## src/rtl/sram_mask_pkg.sv

```systemverilog
// Shared constants for the SRAM bit-line mask generator: FSM encoding and span size codes.
package sram_mask_pkg;

  localparam logic [1:0] ST_EMPTY = 2'd0;
  localparam logic [1:0] ST_BEAT0 = 2'd1;
  localparam logic [1:0] ST_BEAT1 = 2'd2;

  // Size code s selects a span of 2**s bits.
  localparam int SZ_1 = 0;
  localparam int SZ_2 = 1;
  localparam int SZ_4 = 2;
  localparam int SZ_8 = 3;

  function automatic int size_w(input int sel_w);
    return $clog2(sel_w + 2);
  endfunction

endpackage

```

## src/rtl/sram_bl_mask_gen_if.sv

```systemverilog
// Request side and SRAM write-beat side of the mask generator, bundled with master/slave views.
interface sram_bl_mask_gen_if
  import sram_mask_pkg::*;
#(
  parameter int SEL_W  = 3,
  parameter int ADDR_W = 6
);
  localparam int N      = 2 ** SEL_W;
  localparam int SIZE_W = size_w(SEL_W);

  logic              req_valid;
  logic              req_ready;
  logic [ADDR_W-1:0] req_addr;
  logic [SEL_W-1:0]  req_off;
  logic [SIZE_W-1:0] req_size;
  logic [N-1:0]      req_data;
  logic              out_valid;
  logic              out_ready;
  logic [ADDR_W-1:0] out_addr;
  logic [N-1:0]      out_mask;
  logic [N-1:0]      out_wdata;
  logic              err;

  modport slave (
    input  req_valid, req_addr, req_off, req_size, req_data, out_ready,
    output req_ready, out_valid, out_addr, out_mask, out_wdata, err
  );

  modport master (
    output req_valid, req_addr, req_off, req_size, req_data, out_ready,
    input  req_ready, out_valid, out_addr, out_mask, out_wdata, err
  );

endinterface

```

## src/rtl/sram_bl_mask_span.sv

```systemverilog
// Combinational lane-span decode: both beat masks, split flag and size legality from (off, size).
module sram_bl_mask_span
  import sram_mask_pkg::*;
#(
  parameter int SEL_W = 3
) (
  input  logic [SEL_W-1:0]            off,
  input  logic [size_w(SEL_W)-1:0]    size,
  output logic [(2**SEL_W)-1:0]       mask0,
  output logic [(2**SEL_W)-1:0]       mask1,
  output logic                        split,
  output logic                        size_ok
);
  localparam int N      = 2 ** SEL_W;
  localparam int SIZE_W = size_w(SEL_W);

  logic [2*N-1:0] ones;
  logic [2*N-1:0] span_mask;

  // The span is laid out across a double-width word so the overflow half is beat 1.
  always_comb begin
    size_ok   = (size <= SIZE_W'(SEL_W));
    ones      = '0;
    if (size_ok) begin
      ones = ((2*N)'(1) << (32'd1 << size)) - (2*N)'(1);
    end
    span_mask = ones << off;
    mask0     = span_mask[N-1:0];
    mask1     = span_mask[2*N-1:N];
    split     = |mask1;
  end

endmodule

```

## src/rtl/sram_bl_mask_gen.sv

```systemverilog
// Turns (addr, off, size, data) writes into one or two masked SRAM beats; 1-cycle accept-to-beat latency.
// Requests stall while a split request's first beat waits; out_ready feeds req_ready combinationally.
module sram_bl_mask_gen
  import sram_mask_pkg::*;
#(
  parameter int SEL_W  = 3,
  parameter int ADDR_W = 6
) (
  input  logic               clk,
  input  logic               reset,
  sram_bl_mask_gen_if.slave  bus
);
  localparam int N = 2 ** SEL_W;

  logic [1:0]        state;
  logic              split_q;
  logic [ADDR_W-1:0] b1_addr;
  logic [N-1:0]      b1_mask;
  logic [N-1:0]      b1_wdata;

  logic [N-1:0]      mask0;
  logic [N-1:0]      mask1;
  logic              split;
  logic              size_ok;
  logic [2*N-1:0]    wide;
  logic              last_beat;
  logic              accept;
  logic              beat_done;

  sram_bl_mask_span #(.SEL_W(SEL_W)) u_span (
    .off     (bus.req_off),
    .size    (bus.req_size),
    .mask0   (mask0),
    .mask1   (mask1),
    .split   (split),
    .size_ok (size_ok)
  );

  // Data shifted into a double-width word; masking with the beat masks clears unused lanes.
  assign wide = {{N{1'b0}}, bus.req_data} << bus.req_off;

  assign bus.out_valid = (state != ST_EMPTY);
  assign last_beat     = (state == ST_BEAT1) | ((state == ST_BEAT0) & !split_q);
  assign bus.req_ready = !bus.out_valid | (bus.out_ready & last_beat);
  assign accept        = bus.req_valid & bus.req_ready;
  assign beat_done     = bus.out_valid & bus.out_ready;

  always_ff @(posedge clk) begin
    if (reset) begin
      state         <= ST_EMPTY;
      split_q       <= 1'b0;
      b1_addr       <= '0;
      b1_mask       <= '0;
      b1_wdata      <= '0;
      bus.out_addr  <= '0;
      bus.out_mask  <= '0;
      bus.out_wdata <= '0;
      bus.err       <= 1'b0;
    end else begin
      bus.err <= accept & !size_ok;
      if (accept && size_ok) begin
        state         <= ST_BEAT0;
        split_q       <= split;
        bus.out_addr  <= bus.req_addr;
        bus.out_mask  <= mask0;
        bus.out_wdata <= wide[N-1:0] & mask0;
        b1_addr       <= bus.req_addr + ADDR_W'(1);
        b1_mask       <= mask1;
        b1_wdata      <= wide[2*N-1:N] & mask1;
      end else if (beat_done) begin
        // An illegal request accepted here also lands in this branch: no beat, just drain.
        if (state == ST_BEAT0 && split_q) begin
          state         <= ST_BEAT1;
          bus.out_addr  <= b1_addr;
          bus.out_mask  <= b1_mask;
          bus.out_wdata <= b1_wdata;
        end else begin
          state <= ST_EMPTY;
        end
      end
    end
  end

endmodule

```

## src/flat_wrapper.sv

```systemverilog
// flat-port wrapper written by rule: the top's interface ports become plain ports
module sram_bl_mask_gen_flat import sram_mask_pkg::*;
#(
  parameter int SEL_W  = 3,
  parameter int ADDR_W = 6
)
  (clk, reset, bus_req_valid, bus_req_addr, bus_req_off, bus_req_size, bus_req_data, bus_out_ready, bus_req_ready, bus_out_valid, bus_out_addr, bus_out_mask, bus_out_wdata, bus_err);
  sram_bl_mask_gen_if #(.SEL_W(SEL_W), .ADDR_W(ADDR_W)) bus_i ();
  input  logic clk;
  input  logic reset;
  input wire logic [$bits(bus_i.req_valid)-1:0] bus_req_valid;
  input wire logic [$bits(bus_i.req_addr)-1:0] bus_req_addr;
  input wire logic [$bits(bus_i.req_off)-1:0] bus_req_off;
  input wire logic [$bits(bus_i.req_size)-1:0] bus_req_size;
  input wire logic [$bits(bus_i.req_data)-1:0] bus_req_data;
  input wire logic [$bits(bus_i.out_ready)-1:0] bus_out_ready;
  output wire logic [$bits(bus_i.req_ready)-1:0] bus_req_ready;
  output wire logic [$bits(bus_i.out_valid)-1:0] bus_out_valid;
  output wire logic [$bits(bus_i.out_addr)-1:0] bus_out_addr;
  output wire logic [$bits(bus_i.out_mask)-1:0] bus_out_mask;
  output wire logic [$bits(bus_i.out_wdata)-1:0] bus_out_wdata;
  output wire logic [$bits(bus_i.err)-1:0] bus_err;
  assign bus_i.req_valid = bus_req_valid;
  assign bus_i.req_addr = bus_req_addr;
  assign bus_i.req_off = bus_req_off;
  assign bus_i.req_size = bus_req_size;
  assign bus_i.req_data = bus_req_data;
  assign bus_i.out_ready = bus_out_ready;
  assign bus_req_ready = bus_i.req_ready;
  assign bus_out_valid = bus_i.out_valid;
  assign bus_out_addr = bus_i.out_addr;
  assign bus_out_mask = bus_i.out_mask;
  assign bus_out_wdata = bus_i.out_wdata;
  assign bus_err = bus_i.err;
  sram_bl_mask_gen #(.SEL_W(SEL_W), .ADDR_W(ADDR_W)) u_core (.clk(clk), .reset(reset), .bus(bus_i));
endmodule
```

## config.mk

```make
export PLATFORM = sky130hd
export DESIGN_NAME = sram_bl_mask_gen_flat
export DESIGN_NICKNAME = d
export VERILOG_FILES = /design/src/rtl/sram_mask_pkg.sv /design/src/rtl/sram_bl_mask_gen_if.sv /design/src/rtl/sram_bl_mask_span.sv /design/src/rtl/sram_bl_mask_gen.sv /design/src/flat_wrapper.sv
export SDC_FILE = /design/constraint.sdc
export NUM_CORES = 1
export LEC_CHECK = 0
export ABC_CLOCK_PERIOD_IN_PS = 6170
export BUFFER_PORTS_ARGS = -buffer_cell sky130_fd_sc_hd__clkbuf_2
export CAP_MARGIN = 15
export CORE_AREA = 2 2 74 76
export DETAILED_ROUTE_END_ITERATION = 10
export DIE_AREA = 0 0 76 78
export GPL_TIMING_DRIVEN = 0
export PLACE_DENSITY_LB_ADDON = 0.25
export SYNTH_ARGS = -nofsm -noshare
export SYNTH_HDL_FRONTEND = slang
export SYNTH_HIERARCHICAL = 1
export SYNTH_SLANG_ARGS = --single-unit
```

## constraint.sdc

```tcl
create_clock -name clk -period 6.17 [get_ports clk]
set_clock_uncertainty 0.05 [all_clocks]
set_input_delay 0.617 -clock clk [delete_from_list [all_inputs] [get_ports clk]]
set_output_delay 0.617 -clock clk [all_outputs]
set_load 0.02 [all_outputs]
```

* After elaboration in Yosys (flattened, before gate mapping)
Index checks and enable logic that the tools add are counted.
Operators by class: add/subtract/negate cells 2, order comparisons 1, equal/unequal tests 2, shift-type cells 4, multiplexer cells 13, bitwise operators 9, reductions and logical operators 11
Operators by type and width (number):
- 2-to-1 mux 8 bit | 6
- left shift 1 x 3 -> 32 bit (first input constant) | 1
- left shift 1 x 32 -> 16 bit (first input constant) | 1
- 2-to-1 mux 6 bit | 3
- AND 8 bit | 2
- 2-to-1 mux 16 bit | 1
- left shift 16 x 3 -> 16 bit | 1
- left shift 8 x 3 -> 16 bit | 1
- subtractor 16 x 2 -> 16 bit (second input constant) | 1
- OR reduction 8 bit | 1
- adder 6 x 1 -> 6 bit (second input constant) | 1
- nonzero test 2 bit | 3
- AND 1 bit | 5
- <= comparator 3 x 2 -> 1 bit (second input constant) | 1
- zero test 1 bit | 3
- equality test 2 x 1 -> 1 bit (second input constant) | 1
- equality test 2 bit (second input constant) | 1
- logical AND 1 bit | 2
- 2-to-1 mux 1 bit | 2
- 2-to-1 mux 2 bit | 1
- bitwise OR 1 bit | 2
- AND reduction 2 bit | 1
- OR reduction 2 bit | 1
Storage, ports and cells: register bits 48, bits of input ports 24, output and inout bits 25, logic and storage cells 52

* Longest topological paths before layout
Gate-level depths: netlist of the first run.
word-level depth 9, depth in mapped cells 13, mapped depth without buffers 10

* Cells and area by module
The synthesis of the first run kept the hierarchy.
Modules (own cells, without submodules):
- sram_bl_mask_gen | times used 1, cells an instance 279, area an instance 2386.0 µm², seq. area each 940.9 µm²
- sram_bl_mask_span | times used 1, cells an instance 100, area an instance 614.3 µm², seq. area each 0.0 µm²

* Worst setup path after synthesis of the first run
Ideal clock, no wire load.
path type input-to-reg, from input bus_req_size[2], to register u_core.bus.out_wdata[6], setup time 0.079 ns, arrival 2.789 ns, data required time 6.041 ns, setup slack 3.252 ns, cell stages on the path 13, path buffers 3, cells stage by stage clkbuf_1 inv_1 nand2_1 ha_1 buf_2 buf_2 xor2_1 o31ai_1 and2_1 a211oi_1 nand2_1 or3_1 a211oi_2
On the way: elaborated cells on any way between the ends 12, classes of those cells add/sub (1); order compare (1); shift (3); mux (2); bitwise (1); reduce/logical (4)
RTL lines:
- from (decl) | RTL line flat_wrapper.sv:14 | input wire logic [$bits(bus_i.req_size)-1:0] bus_req_size;
- <= comparator 3 x 2 -> 1 bit | RTL line sram_bl_mask_span.sv:22 | size_ok = (size <= SIZE_W'(SEL_W));
- net u_core.size_ok | RTL line sram_bl_mask_gen.sv:24 | logic size_ok;
- 2-to-1 mux 16 bit | RTL line sram_bl_mask_span.sv:24 | if (size_ok) begin
- left shift 16 x 3 -> 16 bit | RTL line sram_bl_mask_span.sv:27 | span_mask = ones << off;
- net u_core.mask0[6] | RTL line sram_bl_mask_gen.sv:21 | logic [N-1:0] mask0;
- AND 8 bit | RTL line sram_bl_mask_gen.sv:66 | bus.out_wdata <= wide[N-1:0] & mask0;
- 2-to-1 mux 8 bit | RTL line sram_bl_mask_gen.sv:61 | if (accept && size_ok) begin
- to (signal assigned) | RTL line sram_bl_mask_gen.sv:66
- to (signal assigned) | RTL line sram_bl_mask_gen.sv:76 | bus.out_wdata <= b1_wdata;
- to (decl) | RTL line sram_bl_mask_gen_if.sv:26 | output req_ready, out_valid, out_addr, out_mask, out_wdata, err
The timed path passes the listed nets, and every way through them passes these cells. A chain may end at the register's enable or synchronous reset.

* Final worst setup path of the first run
Same ends and word-level chain as after synthesis.

==> flow_summary.ini, run 1 <==
[detailed_routing]
ant_nets = 0
wl_um = 8960
drc = 0
wl_per_cell_um = 17.8
drt-met1-wl_um = 3670
via_count = 3314
first_pass_iters = 5
wl_met2_um = 4120
routed.top_layer = met4
vias_per_cell = 6.59
wl_met3_um = 822
first_iter_violations = 314

[run]
cap_violations = 0

[die]
die_w_um = 76
rows = 26
top_level_ports = 49
dieArea_um2 = 5930
initial_core_util_pct = 59.5
coreArea_um2 = 5040
die_h_um = 78

[layout]
nNetsFinal = 459
drive_gt1_share_pct = 18.7
seqCellArea_um2 = 941
multiInputGateArea_um2 = 1870
num_antenna_cells = 0
fillers = 450
area_growth_syn_to_layout_pct = 13.5
final-instance-count-excl-fill = 503

[critical_path]
crit_path_start_kind = input pin
timing.critical_path.to = u_core/bus.out_wdata[6]
end_kind = flip-flop
r2r_cells = 6
path_max_fanout = 10
arrival_ns = 3.56
r2r-start = u_core/state[1]
r2r_end = u_core/bus.out_mask[5]
worstSetupPathType = in -> reg
crit_path_start = bus_req_size[2]
crit_required_ns = 6.35
reg2reg_slack_ns = 4.11

[power]
irDropWorstVdd_mv = 0.108
powerDensity_nw_per_um2 = 197
power_leakage_nw = 1.28

[sta]
whs_ns = 0.428
setup_viol = 0
fin_crit_ns = 3.39
worstMarginPinSlew_ns = 0.866
drv_slew = 0
rsz0062_at_grt = no
tns_ns = 0
hold_viol = 0
worst_slew_margin_rel_pct = 41.8
finalCritPeriodShare_pct = 54.9
setup_slack_ns = 2.78
fmax_ghz = 0.295

[clock_network]
postCtsSetupBuffers = 0
cts_num_sinks = 47
cts_buffers = 5
cts_root_buf = clkbuf_8
clk_latency_ns = 0.30
clockBufferDepth = 2
cts.repair.resized = 0
cts_tree = yes
clkTransAtPathRegs_ns = 0.09
htreeDepth = 2
postCtsHoldBufs = 0

[synth]
synth.cell_area_um2 = 3000
yosysUniqueCellTypes = 57
yosysSeqAreaShare_pct = 31.4
yosysMostFrequentCell = dfxtp_1
synth_top_area_share_pct = 31.4
async_flop_share_pct = 0
postSynth.topFlopCell = dfxtp_1
synthCells = 379
synth_edf_count = 0
yosys.area.top_type = dfxtp_1
avgSynthCellArea_um2 = 7.92
ys_ff_latch = 47
synthTopCellsByCount = dfxtp_1, nand2_1, a21oi_1
ys_warn_count = 6
synth_fp_nets = 405
yosys-top-cells-area = dfxtp_1, a21oi_1, a311oi_1

[placed_design]
hpwl_um = 6620
io_buffer_count = 47
dp_slack_ns = 2.52
dp_cells = 496
gp_congestion = 0.934

[global_route]
overflow = 0
grt_max_degree = 15
grt_pass1_wl_um = 14400
grt_pass1_vias = 2957
grt_usage_pct = 30.1
antenna_found_initial = 0

[min_path]
min-delay-start = u_core/b1_mask[0]
hold_class = reg -> reg

[status]
status = finished, final reports clean
==> where the power goes <==
part           total, W  switching (W)  internal [W]  leakage (nW)
Sequential     0.000324     0.00000710      0.000317         0.384
Combinational  0.000164       0.000104     0.0000602         0.856
Clock          0.000181       0.000103     0.0000777        0.0440
==> flip-flops by register name, summed over array words and instances, names as in the netlist <==
signal                count
u_core/state              2
u_core/split_q            1
u_core/b1_mask            8
u_core/bus.out_mask       8
u_core/b1_wdata           7
u_core/bus.out_wdata      8
u_core/bus.out_addr       6
u_core/bus.err            1
u_core/b1_addr            6
==> final cells by class <==
cell class                      count  area share, %
Clock buffer                        5           2.02
Sequential cell                    47           27.6
Timing Repair Buffer               47           6.91
Clock inverter                      2          0.404
Buffer                             40           5.25
Tap cell                           70           2.57
Multi-Input combinational cell    288           54.8
Inverter                            4          0.441
==> cell usage in the layout (no fill, tap or decap), types with 2 or more instances in the layout <==
master	n
nor2_1	11
or2_2	3
or4_1	3
nor2b_1	7
clkbuf_8	5
o31ai_1	2
inv_1	4
and2_1	6
o21ai_0	26
a22o_1	2
or3_1	2
nand2b_1	10
nor3_1	14
xor2_1	4
mux2i_1	14
o22ai_1	4
mux4_2	4
nand3_1	21
dfxtp_1	47
o21bai_1	2
a311oi_1	16
o32ai_1	3
clkbuf_2	47
a221oi_1	2
buf_2	11
nand4_1	5
clkbuf_1	26
a21oi_1	33
a211oi_1	17
o21ai_1	3
nand4b_1	5
nand3b_1	4
nand2_1	35
o21a_1	2
and3_1	6
ha_1	2
==> per-stage QoR <==
stage / utilization, % / power (W) / instance area, µm²
3_5_place_dp: 65.9 / 0.000491 / 3320
3_3_place_gp: 65.9 / 0.000488 / 3320
5_1_grt: 67.5 / 0.000697 / 3410
6_report: 67.5 / 0.000669 / 3410
4_1_cts: 67.5 / 0.000667 / 3410
2_1_floorplan: - / 0.000439 / 3000
==> layer usage <==
| metal | track usage [%] | up-vias |
|---|---|---|
| met2 | 49.3 | 205 |
| li1 | - | 1532 |
| met1 | 39.5 | 1534 |
| met4 | 11.5 | 0 |
| met5 | 0 | - |
| met3 | 5.81 | 43 |
==> how the worst min path moves through the flow <==
stage | endpoint | cells after the start
after floorplan | u_core/b1_wdata[5] | 2
after detailed placement | u_core/b1_mask[0] | 2
after global routing | u_core/b1_mask[0] | 2
final | u_core/bus.out_mask[0] | 2
after CTS | u_core/b1_mask[0] | 2
after global placement | u_core/b1_mask[7] | 2
==> critical path, cell delays in order <==
cell and delay (ns):
clkbuf_2 0.13, clkbuf_1 0.34, inv_1 0.22, nand2_1 0.11, ha_1 0.17, buf_2 0.20, buf_2 0.23, xor2_1 0.18
o31ai_1 0.11, and2_1 0.17, a211oi_1 0.40, nand2_1 0.11, or3_1 0.38, a211oi_2 0.18
==> logic make-up after synthesis <==
logic type / Yosys count / share of synthesized area, %
other cells: 1 / 0.125
buf+inv: 44 / 6.46
simple gates: 138 / 24.6
xor+xnor: 5 / 1.46
flops: 47 / 31.4
fa+ha+maj: 2 / 0.834
mux: 19 / 8.05
compound gates: 123 / 27.1
Note: power is estimated with default switching activity, not from simulation.
==> inputs of run 2 (changes only) <==
ABC_CLOCK_PERIOD_IN_PS = 3350   (was 6170)
CORE_AREA = 2 2 76 78   (was 2 2 74 76)
DIE_AREA = 0 0 78 80   (was 0 0 76 78)
clock period = 3.35 ns   (was 6.17 ns; I/O delays follow)
==> flow_summary.ini, run 2 (synthesis results as in run 1) <==
[critical_path]
worstSetupPathType = in -> reg
end_kind = flip-flop
cp_cell_sequence = clkbuf_2, clkbuf_1, inv_1, nand2_1, ha_1, buf_2, buf_2, xor2_1, o31ai_1, and2_1, a211oi_1, nand2_1, or3_1, a211oi_2
crit_path_top_delay_cell = a211oi_1
crit_path_start_kind = input pin
r2r-start = u_core/state[1]
reg2reg_slack_ns = 1.28
path_max_fanout = 10
crit_required_ns = 3.53
cp_top_family = buffers and inverters
cpPeakStageDelay_ns = 0.40
r2r_end = u_core/bus.out_mask[6]
arrival_ns = 3.22
r2r_cells = 6
crit_buf_inv = 5

[power]
powerDensity_nw_per_um2 = 380
power.total_w = 0.00130
irDropWorstVdd_mv = 0.256
power_leakage_nw = 1.29

[layout]
num_antenna_cells = 0
drive_gt1_share_pct = 18.5
postLayoutCellArea_um2 = 3430
multiInputGateArea_um2 = 1870
fillers = 516
seqCellArea_um2 = 941
final-instance-count-excl-fill = 505
nNetsFinal = 459
area_growth_syn_to_layout_pct = 14.3
top_regs = u_core/b1_mask (8), u_core/bus.out_mask (8), u_core/bus.out_wdata (8)
final_cell_mix = clkbuf_2, dfxtp_1, nand2_1

[status]
status = finished, final reports clean

[run]
cap_violations = 0

[placed_design]
placed_area_um2 = 3330
io_buffer_count = 47
hpwl_um = 6670
dp_cells = 498
gp_congestion = 0.965
dp_slack_ns = 0.0497

[sta]
setup_slack_ns = 0.310
finalCritPeriodShare_pct = 90.8
tns_ns = 0
worst_slew_margin_rel_pct = 46.3
fmax_ghz = 0.329
drv_slew = 0
worstMarginPinSlew_ns = 0.798
fin_crit_ns = 3.04
hold_viol = 0
rsz0062_at_grt = no
setup_viol = 0

[clock_network]
clk_latency_ns = 0.30
postCtsSetupBuffers = 0
clkTransAtPathRegs_ns = 0.09
cts_root_buf = clkbuf_8
htreeDepth = 2
cts_num_sinks = 47
postCtsHoldBufs = 0
cts_tree = yes
clockBufferDepth = 2
cts.repair.resized = 0
cts_buffers = 5

[die]
rows = 27
initial_core_util_pct = 55.5
top_level_ports = 49
die_w_um = 78
dieArea_um2 = 6240
die_h_um = 80
coreArea_um2 = 5410

[detailed_routing]
first_pass_iters = 5
via_count = 3192
ant_nets = 0
vias_per_cell = 6.32
wl_per_cell_um = 17.9
wl_um = 9020
first_iter_violations = 395
drc = 0

[global_route]
antenna_found_initial = 0
grt_usage_pct = 30.0
overflow = 0
grt_pass1_vias = 2896
grt_pass1_wl_um = 14700
grt_max_degree = 14

[min_path]
hold_depth = 2
hold_class = in -> reg
min_to = u_core/b1_addr[0]
min-delay-start = bus_req_addr[0]
==> run 2: cell types whose count changed in the layout (fill, tap and decap cells not counted) <==
| cell | delta |
|---|---|
| clkbuf_1 | +1 |
| clkinv_2 | -1 |
| clkinv_4 | -1 |
| bufinv_16 | +1 |
==> run 2: area by class of cell <==
type | instances | area share (%)
Buffer | 40 | 5.22
Clock buffer | 6 | 2.12
Clock inverter | 1 | 0.876
Inverter | 4 | 0.438
Multi-Input combinational cell | 288 | 54.4
Sequential cell | 47 | 27.4
Tap cell | 72 | 2.63
Timing Repair Buffer | 47 | 6.86
==> run 2: per-stage QoR <==
stage                     hold slack (ns)  util [%]
after floorplan                     0.382         -
after CTS                           0.211      63.4
after global routing                0.243      63.4
after detailed placement            0.420      61.5
after global placement              0.413      61.5
final                               0.225      63.4
==> run 2: where the power goes <==
part | switching (W) | internal (W) | leakage, nW | total (W)
combinational | 0.000191 | 0.000111 | 0.856 | 0.000301
clock | 0.000187 | 0.000219 | 0.0513 | 0.000406
sequential | 0.0000133 | 0.000584 | 0.384 | 0.000597
==> run 2: worst max path at each step <==
stage | start | end | slack (ns) | depth (start not counted)
3_5_place_dp | bus_req_size[2] | u_core/bus.out_wdata[6] | 0.05 | 14
4_1_cts | bus_req_size[2] | u_core/bus.out_wdata[6] | 0.36 | 14
2_1_floorplan | bus_req_size[2] | u_core/bus.out_wdata[6] | 0.71 | 13
3_3_place_gp | bus_req_size[2] | u_core/bus.out_wdata[6] | 0.04 | 14
6_report | bus_req_size[2] | u_core/bus.out_wdata[6] | 0.31 | 14
5_1_grt | bus_req_size[2] | u_core/bus.out_wdata[6] | 0.06 | 14
==> run 2: routing by layer <==
metal  track usage, %  vias up  wire length (µm)
li1                 -     1529                 -
met1             40.0     1502              3980
met2             50.2      142              4210
met3             3.96       19               607
met4             10.4        0               233
met5                0        -                 0
==> inputs of run 3 (changes only) <==
RECOVER_POWER = 100   (was not set)
==> flow_summary.ini, run 3 (synthesis results as in run 1) <==
[layout]
drive_gt1_share_pct = 11.5
nNetsFinal = 459
final_common_cell = clkbuf_1
final_cell_mix = clkbuf_1, dfxtp_1, nand2_1
area_growth_syn_to_layout_pct = 12.7
top_regs = u_core/b1_mask (8), u_core/bus.out_mask (8), u_core/bus.out_wdata (8)
num_antenna_cells = 0

[sta]
finalCritPeriodShare_pct = 90.8
worst_slew_margin_rel_pct = 47.4
worstMarginPinSlew_ns = 0.782
tns_ns = 0
drv_slew = 0
setup_viol = 0
whs_ns = 0.223
hold_viol = 0
fin_crit_ns = 3.04
rsz0062_at_grt = no
fmax_ghz = 0.329

[critical_path]
crit_required_ns = 3.52
worstSetupPathType = in -> reg
path_max_fanout = 10
arrival_ns = 3.21
crit_path_start_kind = input pin
r2r_cells = 7
end_kind = flip-flop

[clock_network]
cts_num_sinks = 47
clockBufferDepth = 2
postCtsSetupBuffers = 0
htreeDepth = 2
cts.repair.resized = 0
postCtsHoldBufs = 0
cts_root_buf = clkbuf_8
clk_latency_ns = 0.30
cts_buffers = 5
cts_tree = yes
clkTransAtPathRegs_ns = 0.09

[placed_design]
io_buffer_count = 47
hpwl_um = 6670
gp_congestion = 0.965

[power]
power_leakage_nw = 1.20
power.total_w = 0.00130
irDropWorstVdd_mv = 0.255
powerDensity_nw_per_um2 = 384

[global_route]
grt_pass1_vias = 2896
grt_max_degree = 14
antenna_found_initial = 0
overflow = 0
grt_pass1_wl_um = 14700
grt_usage_pct = 30.0

[die]
coreArea_um2 = 5410
dieArea_um2 = 6240
die_h_um = 80
initial_core_util_pct = 55.5
top_level_ports = 49
rows = 27
die_w_um = 78

[detailed_routing]
wl_per_cell_um = 17.9
first_iter_violations = 372
ant_nets = 0
drc = 0
via_count = 3197
vias_per_cell = 6.33
first_pass_iters = 5
wl_um = 9030

[status]
status = finished, final reports clean

[min_path]
hold_depth = 2
hold_class = in -> reg

[run]
cap_violations = 0
## run 3: changes by cell type in the layout (fill, tap and decap cells not counted)
cell and change:
a311oi_1 +1, a311oi_2 -1, buf_2 -3, and2_1 -3
a211oi_2 -1, o21ai_1 -1, o21ai_0 +1, clkbuf_2 -25
a211oi_1 +1, and2_0 +3, clkbuf_1 +28
## run 3: report_power, final
| part | switching, W | internal (W) | total (W) |
|---|---|---|---|
| combinational | 0.000190 | 0.000105 | 0.000294 |
| clock | 0.000188 | 0.000219 | 0.000407 |
| sequential | 0.0000131 | 0.000584 | 0.000597 |
## run 3: critical path, stage by stage
cell and delay (ns):
clkbuf_2 0.13, clkbuf_1 0.34, inv_1 0.21, nand2_1 0.11
ha_1 0.17, buf_2 0.20, buf_2 0.23, xor2_1 0.17
o31ai_1 0.12, and2_0 0.17, a211oi_1 0.38, nand2_1 0.10
or3_1 0.36, a211oi_1 0.20
## run 3: worst paths after layout
| path | startpoint | end | slack [ns] |
|---|---|---|---|
| setup reg to reg | u_core/state[1] | u_core/bus.out_mask[6] | 1.23 |
| hold reg to reg | u_core/b1_wdata[5] | u_core/b1_wdata[5] | 0.43 |
| setup / recovery | bus_req_size[2] | u_core/bus.out_wdata[6] | 0.31 |
| hold / removal | bus_req_addr[0] | u_core/b1_addr[0] | 0.22 |
## run 3: per-layer routing
metal | up-vias | global-route usage [%] | routed length [µm]
met5 | - | 0 | 0
met4 | 0 | 10.4 | 225
met3 | 19 | 3.96 | 613
met2 | 160 | 50.2 | 4200
met1 | 1489 | 40.0 | 3990
li1 | 1529 | - | -
## run 3: cell type report
cell class | count | area (µm²)
fill | 527 | 2020
multi-input combinational | 288 | 1850
sequential | 47 | 941
timing repair buffer | 47 | 204
buffer | 40 | 175
tap | 72 | 90.1
clock buffer | 6 | 72.6
clock inverter | 1 | 30.0
inverter | 4 | 15.0
## run 3: through the flow
stage | area (µm²) | utilization, % | instances | setup WS, ns
after floorplan | 3000 | - | 379 | 0.714
after global routing | 3380 | 62.6 | 505 | 0.0349
after global placement | 3330 | 61.5 | 498 | 0.0443
final | 3380 | 62.6 | 505 | 0.308
after detailed placement | 3330 | 61.5 | 498 | 0.0497
after CTS | 3430 | 63.4 | 505 | 0.364
